[src/rtl/qspi_phy_ctrl.sv]
// qspi_phy_ctrl: byte-level SPI/dual/quad/octal PHY controller (SPI mode 0).
// Each accepted byte is shifted MSB first, L = 1/2/4/8 bits per SCLK period.
// The SCLK half-period is H = div_i+1 clk_i cycles. Chip select stays low
// across bytes until a byte flagged last_i, followed by HOLD and GAP phases.
// Optional macro QSPI_PHY_RX_DELAY_EN: data_i passes a 2-flop register and is
// sampled 2 cycles after each SCLK rising edge. The GAP phase is extended to
// match. This needs H >= 3.
// Ports:
//   clk_i, reset_i          clock, asynchronous active-high reset
//   div_i, cs_sel_i         divider and chip-select index, captured in IDLE
//   tx_valid_i/tx_ready_o   byte handshake; tx_data_i, mode_i, dir_i, last_i
//   rx_valid_o/rx_data_o    received byte, one-cycle pulse
//   sclk_o, cs_no           serial clock (idle low), active-low selects
//   data_o/data_i/data_oen_o pad out/in/tristate (oen high = input)
module qspi_phy_ctrl #(
    parameter int unsigned LANES  = 4,
    parameter int unsigned NUM_CS = 1,
    parameter int unsigned DIV_W  = 8,
    localparam int unsigned CSW   = (NUM_CS > 1) ? $clog2(NUM_CS) : 1
) (
    input  logic              clk_i,
    input  logic              reset_i,
    input  logic [DIV_W-1:0]  div_i,
    input  logic [CSW-1:0]    cs_sel_i,
    input  logic              tx_valid_i,
    output logic              tx_ready_o,
    input  logic [7:0]        tx_data_i,
    input  logic [1:0]        mode_i,
    input  logic              dir_i,
    input  logic              last_i,
    output logic              rx_valid_o,
    output logic [7:0]        rx_data_o,
    output logic              sclk_o,
    output logic [NUM_CS-1:0] cs_no,
    output logic [LANES-1:0]  data_o,
    input  logic [LANES-1:0]  data_i,
    output logic [LANES-1:0]  data_oen_o
);

    localparam int unsigned CW = DIV_W + 1;
    localparam int unsigned LW = $clog2(LANES);

    localparam logic [2:0] S_IDLE     = 3'd0;
    localparam logic [2:0] S_SHIFT_LO = 3'd1;
    localparam logic [2:0] S_SHIFT_HI = 3'd2;
    localparam logic [2:0] S_WAIT     = 3'd3;
    localparam logic [2:0] S_HOLD     = 3'd4;
    localparam logic [2:0] S_GAP      = 3'd5;

    logic [2:0]        st_q, st_d;
    logic [CW-1:0]     cnt_q, cnt_d, gap_end;
    logic [3:0]        bcnt_q, bcnt_d;
    logic [DIV_W-1:0]  div_q, div_d;
    logic [1:0]        mode_q, mode_d, mode_eff;
    logic              dir_q, dir_d, last_q, last_d;
    logic [7:0]        txs_q, txs_d, rxs_q, rxs_d, rxd_q, rxd_d;
    logic              pend_q, pend_d, rxv_q, rxv_d, sclk_q, sclk_d, rdy_q, rdy_d;
    logic [NUM_CS-1:0] csn_q, csn_d;
    logic [LANES-1:0]  dout_q, dout_d, oen_q, oen_d, din_smp;
    logic              accept, phase_end, last_chunk, rx_en;
    int                lw;

`ifdef QSPI_PHY_RX_DELAY_EN
    logic [LANES-1:0]  din_q1, din_q2;
    logic [1:0]        stb_q, stb_d, stbl_q, stbl_d;
    assign din_smp = din_q2;
    assign gap_end = CW'(div_q) + CW'(2);
`else
    assign din_smp = data_i;
    assign gap_end = CW'(div_q);
`endif

    // Lane pattern for the current chunk; unused upper lanes idle high (WP#/HOLD#).
    function automatic logic [2*LANES-1:0] lane_pat(input logic [7:0] sh, input logic [1:0] m,
                                                    input logic wr);
        logic [LANES-1:0] d, t;
        int w;
        w = 1 << m;
        d = '1;
        t = '0;
        for (int i = 0; i < int'(LANES); i++) begin
            if (m == 2'd0) begin
                if (i == 0) d[LW'(i)] = sh[7];
                if (i == 1) begin d[LW'(i)] = 1'b0; t[LW'(i)] = 1'b1; end
            end else if (i < w) begin
                if (wr) d[LW'(i)] = sh[3'(8 - w + i)];
                else begin d[LW'(i)] = 1'b0; t[LW'(i)] = 1'b1; end
            end
        end
        return {t, d};
    endfunction

    // Shift one sampled chunk into the receive register (single mode reads lane 1).
    function automatic logic [7:0] rx_shift(input logic [7:0] r, input logic [LANES-1:0] din,
                                            input logic [1:0] m);
        logic [7:0] d8;
        d8 = 8'(din);
        case (m)
            2'd0:    return {r[6:0], d8[1]};
            2'd1:    return {r[5:0], d8[1:0]};
            2'd2:    return {r[3:0], d8[3:0]};
            default: return d8;
        endcase
    endfunction

    // Next-state and registered-output logic.
    always_comb begin
        st_d   = st_q;   cnt_d  = cnt_q;  bcnt_d = bcnt_q; div_d  = div_q;
        mode_d = mode_q; dir_d  = dir_q;  last_d = last_q; txs_d  = txs_q;
        rxs_d  = rxs_q;  pend_d = pend_q; rxv_d  = 1'b0;   rxd_d  = rxd_q;
        sclk_d = sclk_q; csn_d  = csn_q;  accept = 1'b0;
`ifdef QSPI_PHY_RX_DELAY_EN
        stb_d  = {stb_q[0], 1'b0};
        stbl_d = {stbl_q[0], 1'b0};
`endif
        lw         = 1 << mode_q;
        last_chunk = (int'(bcnt_q) + lw) >= 8;
        phase_end  = (cnt_q == CW'(div_q));
        rx_en      = (mode_q == 2'd0) || !dir_q;
        mode_eff   = mode_i;
        if (LANES < 8 && mode_i == 2'd3) mode_eff = 2'd0;

        // Deliver a completed byte one cycle after its final sample.
        if (pend_q) begin
            rxv_d  = 1'b1;
            rxd_d  = rxs_q;
            pend_d = 1'b0;
        end

        case (st_q)
            S_IDLE: if (tx_valid_i) begin
                accept = 1'b1;
                div_d  = div_i;
                csn_d  = ~(NUM_CS'(1) << cs_sel_i);
            end
            S_WAIT: if (tx_valid_i) accept = 1'b1;
            S_SHIFT_LO: if (phase_end) begin
                cnt_d  = '0;
                sclk_d = 1'b1;
                st_d   = S_SHIFT_HI;
`ifdef QSPI_PHY_RX_DELAY_EN
                stb_d[0]  = 1'b1;
                stbl_d[0] = last_chunk && rx_en;
`else
                rxs_d = rx_shift(rxs_q, din_smp, mode_q);
                if (last_chunk && rx_en) pend_d = 1'b1;
`endif
            end else cnt_d = cnt_q + CW'(1);
            S_SHIFT_HI: if (phase_end) begin
                cnt_d  = '0;
                sclk_d = 1'b0;
                if (!last_chunk) begin
                    txs_d  = 8'(txs_q << lw);
                    bcnt_d = bcnt_q + 4'(lw);
                    st_d   = S_SHIFT_LO;
                end else st_d = last_q ? S_HOLD : S_WAIT;
            end else cnt_d = cnt_q + CW'(1);
            S_HOLD: if (phase_end) begin
                cnt_d = '0;
                csn_d = '1;
                st_d  = S_GAP;
            end else cnt_d = cnt_q + CW'(1);
            S_GAP: if (cnt_q == gap_end) begin
                cnt_d = '0;
                st_d  = S_IDLE;
            end else cnt_d = cnt_q + CW'(1);
            default: st_d = S_IDLE;
        endcase

`ifdef QSPI_PHY_RX_DELAY_EN
        if (stb_q[1]) rxs_d = rx_shift(rxs_q, din_smp, mode_q);
        if (stbl_q[1]) pend_d = 1'b1;
`endif

        // Per-byte capture; the first chunk appears on the pads with the accept.
        if (accept) begin
            mode_d = mode_eff;
            dir_d  = dir_i;
            last_d = last_i;
            txs_d  = tx_data_i;
            bcnt_d = '0;
            cnt_d  = '0;
            sclk_d = 1'b0;
            st_d   = S_SHIFT_LO;
        end

        rdy_d = (st_d == S_IDLE) || (st_d == S_WAIT);
        if (st_d inside {S_SHIFT_LO, S_SHIFT_HI, S_WAIT, S_HOLD}) begin
            {oen_d, dout_d} = lane_pat(txs_d, mode_d, dir_d);
        end else begin
            dout_d = '0;
            oen_d  = '1;
        end
    end

    // State and output registers.
    always_ff @(posedge clk_i or posedge reset_i) begin
        if (reset_i) begin
            st_q   <= S_IDLE; cnt_q  <= '0;   bcnt_q <= '0;   div_q  <= '0;
            mode_q <= '0;     dir_q  <= 1'b0; last_q <= 1'b0; txs_q  <= '0;
            rxs_q  <= '0;     pend_q <= 1'b0; rxv_q  <= 1'b0; rxd_q  <= '0;
            sclk_q <= 1'b0;   csn_q  <= '1;   dout_q <= '0;   oen_q  <= '1;
            rdy_q  <= 1'b1;
        end else begin
            st_q   <= st_d;   cnt_q  <= cnt_d;  bcnt_q <= bcnt_d; div_q  <= div_d;
            mode_q <= mode_d; dir_q  <= dir_d;  last_q <= last_d; txs_q  <= txs_d;
            rxs_q  <= rxs_d;  pend_q <= pend_d; rxv_q  <= rxv_d;  rxd_q  <= rxd_d;
            sclk_q <= sclk_d; csn_q  <= csn_d;  dout_q <= dout_d; oen_q  <= oen_d;
            rdy_q  <= rdy_d;
        end
    end

`ifdef QSPI_PHY_RX_DELAY_EN
    // Input retiming pipeline and delayed sample strobes.
    always_ff @(posedge clk_i or posedge reset_i) begin
        if (reset_i) begin
            din_q1 <= '0; din_q2 <= '0; stb_q <= '0; stbl_q <= '0;
        end else begin
            din_q1 <= data_i; din_q2 <= din_q1; stb_q <= stb_d; stbl_q <= stbl_d;
        end
    end
`endif

    // Ready is held low for as long as reset is asserted.
    assign tx_ready_o = rdy_q & ~reset_i;
    assign rx_valid_o = rxv_q;
    assign rx_data_o  = rxd_q;
    assign sclk_o     = sclk_q;
    assign cs_no      = csn_q;
    assign data_o     = dout_q;
    assign data_oen_o = oen_q;

endmodule

[config.mk]
export PLATFORM = sky130hd
export DESIGN_NAME = qspi_phy_ctrl
export DESIGN_NICKNAME = d
export VERILOG_FILES = /design/src/rtl/qspi_phy_ctrl.sv
export SDC_FILE = /design/constraint.sdc
export NUM_CORES = 1
export LEC_CHECK = 0
export CAP_MARGIN = 5
export CELL_PAD_IN_SITES_DETAIL_PLACEMENT = 0
export CELL_PAD_IN_SITES_GLOBAL_PLACEMENT = 1
export CORE_UTILIZATION = 45
export DETAILED_ROUTE_END_ITERATION = 7
export PLACE_DENSITY_LB_ADDON = 0.12
export SLEW_MARGIN = 30
export SYNTH_ARGS = -nofsm -noshare
export SYNTH_HDL_FRONTEND = slang
export SYNTH_SLANG_ARGS = --single-unit
[constraint.sdc]
create_clock -name clk_i -period 5.3 [get_ports clk_i]
set_input_delay 0.53 -clock clk_i [delete_from_list [all_inputs] [get_ports clk_i]]
set_output_delay 0.53 -clock clk_i [all_outputs]
set_load 0.05 [all_outputs]
== Word level (Yosys, flattened, before mapping) ==
Index checks and enable logic that the tools add are counted.
Word-level totals
  bits in writable memories: 0
  bits in latches: 0
  ROM bits: 0
  logic and storage cells: 127
  input port bits: 28
  output and inout port bits: 20
  flip-flop bits (word level): 65
  memories kept: 0
Cells by class
  div/mod/pow operators: 0
  shift-type cells: 4
  $add $sub $neg: 5
  multiply operators: 0
  bitwise operators: 3
  $lt $le $gt $ge: 5
  equal/unequal tests: 18
  reduce and logical (&&, ||, !) cells: 21
  mux-type cells: 54
Operators by type and width (number)
  1-bit by 2-bit left shift with 32-bit output (first input constant): 2
  5-bit by 32-bit adder with 32-bit output: 1
  32-bit by 5-bit >= comparator with 1-bit output (second input constant): 1
  1-bit by 32-bit less-than comparator with 1-bit output (first input constant): 1
  2-bit by 32-bit less-than comparator with 1-bit output (first input constant): 1
  8-bit 2-to-1 mux: 4
  8-bit by 32-bit left shift with 8-bit output: 1
  9-bit 2-to-1 mux: 3
  1-bit 2-to-1 mux: 26
  4-bit 2-to-1 mux: 6
  8-bit one-hot mux with 3 select lines: 1
  3-bit 2-to-1 mux: 7
  3-bit one-hot mux with 5 select lines: 1
  3-bit by 2-bit equality test with 1-bit output (second input constant): 4
  3-bit by 5-bit less-than comparator with 1-bit output (second input constant): 2
  9-bit by 1-bit adder with 9-bit output (second input constant): 1
  3-bit equality test (second input constant): 3
  9-bit by 8-bit equality test with 1-bit output: 1
  3-bit AND reduction: 3
  2-bit nonzero test: 4
  1-bit binary-select mux with 3-bit select: 2
  3-bit by 1-bit equality test with 1-bit output (second input constant): 2
  3-bit logical NOT: 2
  2-bit != test (second input constant): 3
  20 further kinds: 28

== Longest topological paths before layout ==
  depth after elaboration: 14
  gate-level depth with buffers: 15
  mapped depth without buffers: 14

== Least setup slack after synthesis ==
OpenSTA, ideal clock, no wires.
  kind: register to register
  start point: reg mode_q[0]
  end point: reg dout_q[0] (netlist: data_o[0])
  arrival time: 3058 ps
  slack: 2131 ps
  library setup time: 111 ps
  required time: 5189 ps
  clock period less this slack: 3169 ps
  path buffers: 3
  cell stages (with the launch flop): 12
  cells stage by stage: dfrtp_1 -> buf_6 -> clkbuf_1 -> clkbuf_1 -> and2_1 -> ha_1 -> or3_4 -> a211o_1 -> or3_1 -> a31oi_2 -> o22ai_1 -> a2111oi_2
On the way
  longest elaborated chain between the ends: 14
  elaborated cells on any way between the ends: 29
  those cells by class: add/sub: 2; order compare: 2; eq/ne: 4; shift: 3; mux: 16; reduce/logical: 2
RTL lines
  start: declaration: RTL line 54  | logic [1:0] mode_q, mode_d, mode_eff;
  start signal: assignment: RTL line 206  | mode_q <= mode_d; dir_q <= dir_d; last_q <= last_d; txs_q <= txs_d;
  1-bit by 2-bit left shift with 32-bit output (*): RTL line 116  | lw = 1 << mode_q;
  5-bit by 32-bit adder with 32-bit output: RTL line 117  | last_chunk = (int'(bcnt_q) + lw) >= 8;
  32-bit by 5-bit >= comparator with 1-bit output: RTL line 117
  8-bit 2-to-1 mux (*): RTL line 152  | if (!last_chunk) begin
  8-bit 2-to-1 mux (*): RTL line 149  | S_SHIFT_HI: if (phase_end) begin
  8-bit 2-to-1 mux (*): RTL line 130  | case (st_q)
  8-bit 2-to-1 mux (*): RTL line 176  | if (accept) begin
  via txs_d[2]: RTL line 56  | logic [7:0] txs_q, txs_d, rxs_q, rxs_d, rxd_q, rxd_d;
  1-bit binary-select mux with 3-bit select (*): RTL line 86  | if (wr) d[LW'(i)] = sh[3'(8 - w + i)];
  1-bit 2-to-1 mux (implied by the code) (*) (2 in series): RTL line 86
  1-bit 2-to-1 mux (*): RTL line 86
  1-bit 2-to-1 mux (*): RTL line 85  | end else if (i < w) begin
  1-bit 2-to-1 mux (*): RTL line 82  | if (m == 2'd0) begin
  4-bit 2-to-1 mux (*): RTL line 188  | if (st_d inside {S_SHIFT_LO, S_SHIFT_HI, S_WAIT, S_HOLD}) begin
  via dout_d[0]: RTL line 59  | logic [LANES-1:0] dout_q, dout_d, oen_q, oen_d, din_smp;
  end signal: assignment: RTL line 208  | sclk_q <= sclk_d; csn_q <= csn_d; dout_q <= dout_d; oen_q <= oen_d;
  end: declaration: RTL line 59
The timed path passes the listed nets; every way through them passes the cells marked *. The select of a mux whose other input is x is not followed.
A chain may end at the register's enable or synchronous reset.

== Final worst setup path ==
Same ends and word-level chain as after synthesis.

==> results.cfg <==
[status]
outcome = completed

[global_routing]
grt_max_degree = 64
grt_overflow = 0
grt_use_total_pct = 20.4
antenna_found_initial = 0
grt_pass1_vias = 2546
grt_pass1_wl_mm = 12.1

[floorplan]
coreArea_um2 = 7330
io_pins = 48
dieArea_um2 = 8020
fp.dieW_um = 89.6
dieHeight_um = 89.6
initial_core_util_pct = 47.1
fp-row-count = 31

[timing]
fin_crit_ns = 3.93
skew_ns = 0.00513
finalCritPeriodShare_pct = 74.1
slew_headroom_pct = 38.2
tightestPinTransition_ns = 0.927
max_freq_ghz = 0.255
rsz0062_at_grt = false
drv_slew = 0
setup_viol = 0
finalSetupTns_ns = 0
finalHoldViolCount = 0

[power]
ir_worst_vdd_uv = 278
p_leak_nw = 1.85
power.share.switching_pct = 41.8
p_comb_share_pct = 45.9
p_seq_share_pct = 35.3
powerDensity_nw_per_um2 = 551
intPower_w = 0.00134
p_sw_w = 0.000962
clockPowerShare_pct = 18.8

[worst_setup_path]
required_ns = 5.52
r2r_start = mode_q[0]
worstSetupStartpoint = mode_q[0]
cp.arrival_ns = 4.15
path_cells = nor2_1 -> ha_1 -> ha_1 -> a211oi_1 -> o21a_1 -> o21ai_0 -> a211o_1 -> or3_1 -> a31oi_2 -> o22ai_1 -> a2111oi_2
critPathTopFamily = compound AO/OA/AOI/OAI gates
slowest_delay_ns = 0.95
path_class = reg -> reg
path_buf_inv = 0
cpMostUsedCell = ha_1
cp_slowest_cell = dfrtp_1
path_max_fanout = 25
cp-start-kind = flip-flop
crit_path_end_kind = flip-flop

[layout]
area_growth_pct = 21.3
fin_util_pct = 57.1
stdcell_count = 508
num_antenna_cells = 0
nets = 443
layout-drive-gt1-share_pct = 12.2

[synthesis]
synth_area_per_cell_um2 = 9.53
synth_compound_gate_area_share_pct = 15.8
synth_xor_xnor_area_share_pct = 3.30
netlist_area_um2 = 3450
synthArstFlopShare_pct = 100
post_synth_and_or_nand_nor_area_fraction_pct = 19.0
synth_edf_count = 0
synthMuxAreaShare_pct = 8.16
synth_seq_cells = 63
synth_seq_area_share_pct = 45.9
synth_top_family_by_area = simple AND/OR/NAND/NOR gates
syn_nets = 401
synth_cell_types = 49
syn_inst = 362
synthFlopType = dfrtp_1
synthAdderAreaFrac_pct = 3.99
ys_warn_count = 0

[placement]
io_buffers = 47
dp_cells = 492
globalplace.congestion = 0.847
dp_hpwl_mm = 5.17

[clocking]
clock_latency_ns = 0.34
htreeDepth = 3
cts_resized = 0
clock-sinks = 63
cts_tree = done
cts_root_buffer = clkbuf_8
cts_buffers = 9
clockBufferDepth = 2
cts_hold_buffers = 0
cts_setup_buffers = 0
clk_pin_slew_ns = 0.07

[worst_hold_path]
hold_path_class = reg -> reg
holdCritStartpoint = sclk_o

[route]
drc = 0
ant_nets = 0
detail_route.first_pass.iterations = 4
postRouteWirelength_mm = 7.46
vias = 2723
wl_per_cell_um = 14.7
avgViaCountPerCell = 5.36
drt_iter0_drc = 139

[flow_run]
maxCapViolCount = 0
==> path summary, 6_finish.rpt <==
kind                           endpoint  slack [ns]  cells past startpoint
min                              sclk_o        0.49                      2
min reg2reg                      sclk_o        0.49                      2
min in group asynchronous  rx_data_o[3]        0.78                      3
max                           data_o[0]        1.37                     11
max in group asynchronous     mode_q[0]        4.01                      3
max reg2reg                   data_o[0]        1.37                     11
==> synthesized netlist by cell type (3+ instances only) <==
cell | n | area share, %
o211ai_1 | 5 | 1.1
ha_1 | 11 | 4.0
nand3_1 | 10 | 1.5
nor2_1 | 24 | 2.6
a31oi_1 | 7 | 1.3
xnor2_1 | 9 | 2.3
mux2_2 | 17 | 5.5
clkbuf_1 | 14 | 1.5
xor2_1 | 4 | 1.0
dfstp_2 | 5 | 3.8
dfrtp_1 | 58 | 42
nand2_1 | 56 | 6.1
nor2b_1 | 10 | 1.8
a21oi_1 | 18 | 2.6
o21ai_0 | 34 | 4.9
mux2i_1 | 9 | 2.6
nand3b_1 | 5 | 1.1
nand2b_1 | 5 | 0.91
a211oi_1 | 3 | 0.65
inv_1 | 12 | 1.3
and3_1 | 6 | 1.1
or3_1 | 4 | 0.73
==> flip-flops by register name, summed over array words and instances (netlist names), 2 cells and up <==
name and cells:
st_q 3, cnt_q 9, rx_data_o 8, rxs_q 8, data_o 3, txs_q 8, mode_q 2, bcnt_q 4
div_q 8, data_oen_o 3
==> layer usage <==
metal  routed length [um]  track usage [%]
met5                    0                0
met4                  142             9.52
met3                  224             3.23
met2                 3470             32.6
met1                 3620             27.1
==> power groups by stage <==
stage,clock [W],combinational (W),sequential (W)
floorplan,0,0.000763,0.000850
global placement,0,0.00104,0.000819
detailed placement,0,0.00106,0.000820
CTS,0.000449,0.00107,0.000814
global route,0.000471,0.00118,0.000837
finish,0.000434,0.00106,0.000812
==> stage by stage <==
| stage | power, W | area [um2] | hold slack (ns) | setup WS (ns) |
|---|---|---|---|---|
| 3_5_place_dp | 0.00188 | 3970 | 0.477 | 1.33 |
| 5_1_grt | 0.00249 | 4180 | 0.512 | 1.11 |
| 3_3_place_gp | 0.00186 | 3970 | 0.463 | 1.49 |
| 6_report | 0.00230 | 4180 | 0.495 | 1.37 |
| 2_1_floorplan | 0.00161 | 3450 | 0.352 | 2.13 |
| 4_1_cts | 0.00233 | 4180 | 0.492 | 1.39 |
==> final cells by class <==
class	instances	area, um2
fill	641	3150
sequential	63	1580
clock buffer	13	169
multi-input combinational	269	1740
inverter	12	45.0
clock inverter	3	40.0
tap	99	124
timing repair buffer	49	485
==> kinds of logic (layout without fill, tap and decap cells) <==
group,count (synthesis),in the layout
compound gates,86,86
xor+xnor,13,13
fa+ha+maj,11,11
buf+inv,30,77
flops,63,63
mux,26,26
simple gates,133,133
==> cells in the final DEF, fill, tap and decap left out, drive strengths merged, types with 9 or more instances in the layout <==
master         netlist  final
dfrtp               58     58
nand2               56     56
clkdlybuf4s50        0     47
o21ai               35     35
nor2                24     24
a21oi               18     18
mux2                17     17
clkbuf              14     13
inv                 12     12
nor2b               12     12
ha                  11     11
nand3               10     10
xnor2                9      9
mux2i                9      9
==> worst reg2reg max path: stages, from the launching register on <==
cell,delay [ns]
dfrtp_1,0.95
nor2_1,0.29
ha_1,0.31
ha_1,0.24
a211oi_1,0.18
o21a_1,0.14
o21ai_0,0.15
a211o_1,0.45
or3_1,0.42
a31oi_2,0.23
o22ai_1,0.11
a2111oi_2,0.35
Note: power is estimated with default switching activity, not from simulation.
